$ cat config.mk
export PLATFORM = sky130hd
export DESIGN_NAME = fir_coeff_sequencer
export DESIGN_NICKNAME = d
export VERILOG_FILES = /design/src/rtl/fir_coeff_sequencer.sv
export SDC_FILE = /design/constraint.sdc
export NUM_CORES = 1
export LEC_CHECK = 0
export CORE_ASPECT_RATIO = 2
export CORE_MARGIN = 8
export CORE_UTILIZATION = 40
export CTS_CLUSTER_SIZE = 25
export DETAILED_ROUTE_END_ITERATION = 12
export PLACE_DENSITY_LB_ADDON = 0.3
export SLEW_MARGIN = 10
export SYNTH_ARGS = -nofsm -noshare
export SYNTH_HDL_FRONTEND = slang
export SYNTH_SLANG_ARGS = --single-unit
export TNS_END_PERCENT = 1
$ cat constraint.sdc
create_clock -name clk_i -period 4.2 [get_ports clk_i]
set_clock_uncertainty 0.05 [all_clocks]
set_input_delay 0.42 -clock clk_i [delete_from_list [all_inputs] [get_ports clk_i]]
set_output_delay 0.42 -clock clk_i [all_outputs]
set_load 0.01 [all_outputs]
$ cat src/rtl/fir_coeff_sequencer.sv
// fir_coeff_sequencer: coefficient-bank store and load/fill sequencer in front of a symmetric FIR
// Ports: clk_i clock; clr_n_i sync active-low reset;
//   wr_en_i/wr_set_i/wr_idx_i/wr_data_i host bank write, wr_err_o write-rejected pulse;
//   cfg_req_i/cfg_sel_i bank switch request, cfg_done_o new bank live pulse, cfg_err_o bad select pulse;
//   busy_o sequence in progress, active_set_o bank currently applied;
//   fir_clr_o/fir_load_o/fir_coeff_o FIR control (registered);
//   in_ready_o samples may enter, out_valid_o filter output meaningful;
//   sample_cnt_o RUN cycle counter, present only when FIR_SEQ_SAMPLE_CNT_EN is defined.
module fir_coeff_sequencer #(
  parameter int COEFF_NUM = 6,
  parameter int COEFF_WIDTH = 8,
  parameter int NUM_SETS = 4,
  parameter int FILL_CYCLES = 16,
  localparam int SW = $clog2(NUM_SETS),
  localparam int IW = $clog2(COEFF_NUM),
  localparam int FW = $clog2(FILL_CYCLES + 1)
) (
  input  logic                   clk_i,
  input  logic                   clr_n_i,
  input  logic                   wr_en_i,
  input  logic [SW-1:0]          wr_set_i,
  input  logic [IW-1:0]          wr_idx_i,
  input  logic [COEFF_WIDTH-1:0] wr_data_i,
  output logic                   wr_err_o,
  input  logic                   cfg_req_i,
  input  logic [SW-1:0]          cfg_sel_i,
  output logic                   cfg_done_o,
  output logic                   cfg_err_o,
  output logic                   busy_o,
  output logic [SW-1:0]          active_set_o,
  output logic                   fir_clr_o,
  output logic                   fir_load_o,
  output logic [COEFF_WIDTH-1:0] fir_coeff_o,
  output logic                   in_ready_o,
  output logic                   out_valid_o
`ifdef FIR_SEQ_SAMPLE_CNT_EN
  ,
  output logic [15:0]            sample_cnt_o
);
`else
);
`endif
  typedef enum logic [2:0] {IDLE, CLEAR, LOAD, FINAL, FILL, RUN} state_e;
  state_e state_q, state_d;
  logic [COEFF_WIDTH-1:0] bank_q [NUM_SETS][COEFF_NUM];
  logic [SW-1:0] sel_q, active_set_q;
  logic [IW-1:0] tap_q;
  logic [FW-1:0] fill_q;
  logic fir_clr_q, fir_clr_d, fir_load_q, fir_load_d;
  logic [COEFF_WIDTH-1:0] fir_coeff_q, fir_coeff_d;
  logic cfg_done_q, cfg_done_d, cfg_err_q, wr_err_q;
  logic can_req, sel_ok, accept, wr_ok, last_tap, fill_end;
  assign can_req = state_q == IDLE || state_q == RUN;
  assign sel_ok = int'(cfg_sel_i) < NUM_SETS;
  assign accept = cfg_req_i && can_req && sel_ok;
  // the bank being streamed is locked against writes while LOAD reads it
  assign wr_ok = wr_en_i && int'(wr_idx_i) < COEFF_NUM && int'(wr_set_i) < NUM_SETS &&
                 !(state_q == LOAD && wr_set_i == sel_q);
  assign last_tap = tap_q == IW'(COEFF_NUM - 1);
  assign fill_end = fill_q == '0;
  always_ff @(posedge clk_i) begin
    if (!clr_n_i) state_q <= IDLE;
    else state_q <= state_d;
  end
  always_comb begin
    state_d = state_q;
    case (state_q)
      IDLE, RUN: state_d = accept ? CLEAR : state_q;
      CLEAR:     state_d = LOAD;
      LOAD:      state_d = last_tap ? FINAL : LOAD;
      FINAL:     state_d = FILL;
      FILL:      state_d = fill_end ? RUN : FILL;
      default:   state_d = IDLE;
    endcase
  end
  always_comb begin
    fir_clr_d = state_q == CLEAR;
    fir_load_d = state_q == LOAD || state_q == FINAL;
    fir_coeff_d = state_q == LOAD ? bank_q[sel_q][tap_q] : '0;
    cfg_done_d = state_q == FILL && fill_end;
    busy_o = state_q == CLEAR || state_q == LOAD || state_q == FINAL || state_q == FILL;
    in_ready_o = state_q == FILL || state_q == RUN;
    out_valid_o = state_q == RUN;
  end
  always_ff @(posedge clk_i) begin
    if (!clr_n_i) begin
      for (int s = 0; s < NUM_SETS; s++)
        for (int k = 0; k < COEFF_NUM; k++)
          bank_q[s][k] <= '0;
      sel_q <= '0;
      active_set_q <= '0;
      tap_q <= '0;
      fill_q <= '0;
      fir_clr_q <= 1'b0;
      fir_load_q <= 1'b0;
      fir_coeff_q <= '0;
      cfg_done_q <= 1'b0;
      cfg_err_q <= 1'b0;
      wr_err_q <= 1'b0;
    end else begin
      if (wr_ok) bank_q[wr_set_i][wr_idx_i] <= wr_data_i;
      if (accept) sel_q <= cfg_sel_i;
      if (cfg_done_d) active_set_q <= sel_q;
      tap_q <= state_q == CLEAR ? '0 : state_q == LOAD && !last_tap ? tap_q + 1'b1 : tap_q;
      fill_q <= state_q == FINAL ? FW'(FILL_CYCLES - 1) :
                state_q == FILL && !fill_end ? fill_q - 1'b1 : fill_q;
      fir_clr_q <= fir_clr_d;
      fir_load_q <= fir_load_d;
      fir_coeff_q <= fir_coeff_d;
      cfg_done_q <= cfg_done_d;
      cfg_err_q <= cfg_req_i && can_req && !sel_ok;
      wr_err_q <= wr_en_i && !wr_ok;
    end
  end
  assign wr_err_o = wr_err_q;
  assign cfg_done_o = cfg_done_q;
  assign cfg_err_o = cfg_err_q;
  assign active_set_o = active_set_q;
  assign fir_clr_o = fir_clr_q;
  assign fir_load_o = fir_load_q;
  assign fir_coeff_o = fir_coeff_q;
`ifdef FIR_SEQ_SAMPLE_CNT_EN
  logic [15:0] sample_cnt_q;
  always_ff @(posedge clk_i) begin
    if (!clr_n_i || state_q == CLEAR) sample_cnt_q <= '0;
    else if (state_q == RUN && sample_cnt_q != 16'hFFFF) sample_cnt_q <= sample_cnt_q + 1'b1;
  end
  assign sample_cnt_o = sample_cnt_q;
`endif
endmodule
Word-level counts from Yosys, hierarchy flattened
Memory sizes are Yosys's and may differ from the RTL's. A register that Yosys moved wholly into a read port is not among the register bits. Cells that the tools add are included.

Bits of input ports: 19. Memories kept: 1. RAM bits: 192. Logic and storage cells: 76. Output and inout port bits: 18. Bits in registers: 27.

Memories: bank_q (depth 4, bits a word 48, read ports 1, clocked after memory_dff 1, wr ports 4, RTL line 45) `logic [COEFF_WIDTH-1:0] bank_q [NUM_SETS][COEFF_NUM];`.

Reductions and logical operators: 27. Bitwise gates (word level): 3. Equal/unequal tests: 8. Multiplexer cells: 20. Add/sub/neg operators: 2. Order comparisons: 4.

Operator list (number): $mux 48 (3); $reduce_or 48->1 (1); $bmux 8 s3 (1); $demux 8 s3 (1); $mux 8 (3); $pmux 3 s5 (1); $eq 3x3->1 const B (3); $logic_and 1x1->1 (9); $ge 4x4->1 const B (2); $mux 4 (2); $not 3->4 (2); $eq 3x2->1 const B (2); $logic_or 1x1->1 (6); $mux 2 (3); $reduce_or 2->1 (3); $logic_not 5->1 (1); $mux 1 (5); $sub 5x1->5 const B (1); $logic_not 1->1 (4); $lt 4x1->1 const B (1); $add 3x1->3 const B (1); $eq 3x1->1 const B (1); $logic_not 3->1 (1); $lt 3x3->1 const B (1); 6 further kinds (6).

Longest topological paths before layout
Depth in word-level cells: 9. Gate-level depth with buffers: 8. Gate-level depth less buffers: 6.

Least setup slack after synthesis
Ideal clock, no wire load.

Kind: input-to-reg. From: input wr_set_i[1]. To: memory bank_q[0][0] (netlist name) (enable). Cell stages on the path: 5. Setup slack: 1880 ps. Setup time: 384 ps. Data required time: 3766 ps. Buffers on the path: 1. Arrival time: 1886 ps. Path through: buf_2 -> xnor2_1 -> a311oi_2 -> nand2_1 -> o21ai_0.

RTL lines: from (decl) (RTL line 21) `input logic [SW-1:0] wr_set_i,`; to (decl) (RTL line 45).

Worst setup path after layout
From: register state_q[2]. To: output out_valid_o.

Cells in the longest elaborated chain, start to end: 1.

RTL lines: from (decl) (RTL line 44) `state_e state_q, state_d;`; from (signal assigned) (RTL line 63) `else state_q <= state_d;`; $eq 3x3->1 (RTL line 83) `out_valid_o = state_q == RUN;`; to (decl) (RTL line 35) `output logic out_valid_o`.

Every way passes these cells.

==> impl_metrics.prom <==
# TYPE chip_impl_metric gauge
chip_impl_metric{name="required",unit="ns"} 3.73
chip_impl_info{name="timing.critical_path.from_type",value="flip-flop"} 1
chip_impl_metric{name="netlist-cell-type-count",unit=""} 43
chip_impl_metric{name="post_route_cells_drive_above_1_share",unit="%"} 14.5
chip_impl_metric{name="insertedDiodeCount",unit=""} 0
chip_impl_metric{name="grt_antenna_before_repair",unit=""} 0
chip_impl_metric{name="wl_per_cell",unit="um"} 25.0
chip_impl_info{name="holdCritPathClass",value="reg2reg"} 1
chip_impl_info{name="ys_top_cells_by_count",value="nor2_1 (200), edfxtp_1 (192), mux2i_1 (44)"} 1
chip_impl_metric{name="setup_violations",unit=""} 0
chip_impl_metric{name="leakage",unit="nW"} 3.61
chip_impl_metric{name="fillCellCount",unit=""} 2138
chip_impl_metric{name="dieArea",unit="sq um"} 29900
chip_impl_info{name="crit_chain",value="nor2b_1 > and2_1 > clkdlybuf4s50_1"} 1
chip_impl_metric{name="drt_first_pass_iters",unit=""} 7
chip_impl_info{name="outcome",value="finished, final reports clean"} 1
chip_impl_info{name="synth_top_cells_by_area",value="edfxtp_1 (59%), nor2_1 (7.7%), mux4_2 (7.4%)"} 1
chip_impl_metric{name="place_congestion",unit=""} 0.893
chip_impl_metric{name="numClockSinks",unit=""} 221
chip_impl_metric{name="route.detailed.vias_per_inst",unit=""} 5.78
chip_impl_metric{name="seq_area",unit="sq um"} 6350
chip_impl_metric{name="layout_min_cycle_time",unit="ns"} 2.60
chip_impl_metric{name="drcViolationCount",unit=""} 0
chip_impl_metric{name="grt.overflow.total",unit=""} 0
chip_impl_info{name="slowest_stage",value="dfxtp_1"} 1
chip_impl_metric{name="vdd_ir_drop_max",unit="mV"} 0.375
chip_impl_info{name="rsz0062_at_grt",value="false"} 1
chip_impl_metric{name="final_net_count",unit=""} 801
chip_impl_metric{name="die_x",unit="um"} 126
chip_impl_metric{name="pwr_density_cell",unit="nW/um^2"} 436
chip_impl_metric{name="post-cts-setup-buffer-count",unit=""} 0
chip_impl_metric{name="worstPathArrival",unit="ns"} 2.13
chip_impl_metric{name="number_of_synthesized_flops_with_an_enable_pin",unit=""} 192
chip_impl_info{name="top_count_cell_post_synth",value="nor2_1"} 1
chip_impl_info{name="criticalPathCategory",value="reg2out"} 1
chip_impl_metric{name="cap_viol_max_count",unit=""} 0
chip_impl_metric{name="postSynthCellCount",unit=""} 736
chip_impl_info{name="timing.critical_path.to_type",value="primary output"} 1
chip_impl_metric{name="placement.io_buffers",unit=""} 35
chip_impl_metric{name="groute.usage.overall",unit="%"} 18.2
chip_impl_metric{name="totalWireLength",unit="mm"} 27.0
chip_impl_metric{name="setup_total_negative_slack",unit="ns"} 0
chip_impl_metric{name="placement.setup.worst_slack",unit="ns"} 1.31
chip_impl_metric{name="initialDrtViolationCount",unit=""} 748
chip_impl_metric{name="core.rowCount",unit=""} 81
chip_impl_metric{name="achievable-frequency",unit="MHz"} 385
chip_impl_metric{name="cts_htree_levels",unit=""} 1
chip_impl_metric{name="cts.repair.resized",unit=""} 0
chip_impl_metric{name="synth.net_count",unit=""} 758
chip_impl_metric{name="ioPinCount",unit=""} 37
chip_impl_metric{name="worst_slew_margin",unit="%"} 28.2
chip_impl_metric{name="ys_async_sr_fraction",unit="%"} 0
chip_impl_metric{name="cts_inserted_buffers",unit=""} 21
chip_impl_metric{name="synth.top_cell.area_share",unit="%"} 59.3
chip_impl_metric{name="post-route-period-util",unit="%"} 61.8
chip_impl_metric{name="flow.area_growth_from_synthesis",unit="%"} 14.2
chip_impl_metric{name="yosys_warnings",unit=""} 0
chip_impl_metric{name="coreArea",unit="sq um"} 24200
chip_impl_metric{name="dp_hpwl",unit="mm"} 18.1
chip_impl_metric{name="grt_start_max_net_pins",unit=""} 39
chip_impl_metric{name="finalMaxSlewViolations",unit=""} 0
chip_impl_metric{name="vias",unit=""} 6258
chip_impl_metric{name="wire_length_of_the_first_global_routing_pass",unit="mm"} 39.7
chip_impl_info{name="ctsRootBufferMaster",value="clkbuf_16"} 1
chip_impl_metric{name="post_cts_hold_buffer_count",unit=""} 0
chip_impl_metric{name="synth.avg_cell_area",unit="sq um"} 13.2
chip_impl_metric{name="drt.antenna.violating_nets",unit=""} 0
chip_impl_metric{name="cts.path.max_buffers",unit=""} 3
chip_impl_metric{name="clk_pin_slew",unit="ns"} 0.06
chip_impl_metric{name="critical_path.max_stage_delay",unit="ns"} 0.55
chip_impl_metric{name="multi_input_area",unit="sq um"} 3110
chip_impl_metric{name="syn-cell-area",unit="sq um"} 9730
chip_impl_metric{name="synth.ff_latch_count",unit=""} 221
chip_impl_metric{name="design_power_total",unit="mW"} 4.84
chip_impl_metric{name="insertion_delay",unit="ns"} 0.50
chip_impl_metric{name="worstMarginPinSlew",unit="ns"} 1.07
chip_impl_metric{name="final_critical_path_setup_slack",unit="ns"} 1.60
chip_impl_info{name="largest_area_contributor_in_the_netlist",value="edfxtp_1"} 1
chip_impl_info{name="synth_top_flop_cell",value="edfxtp_1"} 1
chip_impl_metric{name="largest_fanout_on_the_critical_path",unit=""} 10
chip_impl_info{name="cts_tree",value="done"} 1
chip_impl_metric{name="holdWs",unit="ns"} 0.466
chip_impl_metric{name="die_y",unit="um"} 237
chip_impl_metric{name="initial_core_utilization",unit="%"} 40.2
chip_impl_metric{name="timing_hold_violations_final",unit=""} 0
chip_impl_metric{name="first_global_vias",unit=""} 6209
chip_impl_metric{name="synth_seq_area_share",unit="%"} 65.2
-- cell families after synthesis --
group | after synthesis | synth area share [%]
and+or+nand+nor | 293 | 13.0
AOI/OAI and AO/OA | 71 | 4.89
xor gates and xnor gates | 8 | 0.720
DFF | 221 | 65.2
other | 1 | 0.0385
buffers and inverters | 54 | 2.79
muxes | 85 | 13.0
adders and majority gates | 3 | 0.386
-- state kept, by name, summed over array words and instances, names as in the netlist, named ones only --
name          flops
wr_err_o          1
tap_q             3
fir_coeff_o       8
cfg_done_o        1
fir_clr_o         1
state_q           3
fill_q            5
bank_q          192
fir_load_o        1
sel_q             2
active_set_o      2
-- worst max-delay path, delay by kind of cell (launching register included) --
family	cells	cell delay, ns
DFF	1	0.55
and+or+nand+nor	2	0.54
buffers and inverters	1	0.54
-- report_power, final --
group | switching, mW | internal (mW) | total (mW) | leakage (nW)
combinational | 0.271 | 0.195 | 0.466 | 1.10
clock | 0.778 | 1.05 | 1.83 | 0.326
sequential | 0.0675 | 2.47 | 2.54 | 2.18
-- cell usage in the layout (no fill, tap or decap), drive strengths merged, types with 7 or more instances in the layout --
cell type      instances
edfxtp               192
nand2b                 7
mux2i                 44
dfxtp                 29
nor2b                 13
a32oi                 11
nor2                 200
mux4                  32
clkbuf                31
o21ai                 33
clkdlybuf4s50         35
mux2                   9
a22oi                 14
nand2                 43
buf                   34
-- through the flow --
stage | instance area [sq um] | std cells | util [%]
after floorplan | 9730 | 736 | -
after global placement | 10400 | 1046 | 43.1
after detailed placement | 10400 | 1046 | 43.1
after CTS | 11100 | 1083 | 45.8
after global routing | 11100 | 1083 | 45.8
final | 11100 | 1083 | 45.8
-- layout make-up --
cell class,instances,share of cell area [%]
sequential,221,57.2
multi-input combinational,461,28.0
timing repair buffer,69,5.45
clock buffer,31,5.43
tap,290,3.27
clock inverter,6,0.484
inverter,5,0.169
-- worst paths after layout --
check             slack (ns)        from            end  depth (start not counted)
setup / recovery        1.60  state_q[2]    out_valid_o                          3
hold / removal          0.47   fill_q[4]      fill_q[4]                          1
setup reg to reg        1.72  state_q[1]  bank_q[0][11]                          4
hold reg to reg         0.47   fill_q[4]      fill_q[4]                          1
-- per-layer routing --
layer | share of wire [%] | track usage, % | up-vias
met2 | 47 | 28.8 | 301
met3 | 8.6 | 2.79 | 72
li1 | - | - | 2758
met5 | 0 | 0 | -
met1 | 40 | 24.0 | 3127
met4 | 4.5 | 8.70 | 0
No activity file was read; power rests on OpenSTA's default activity.
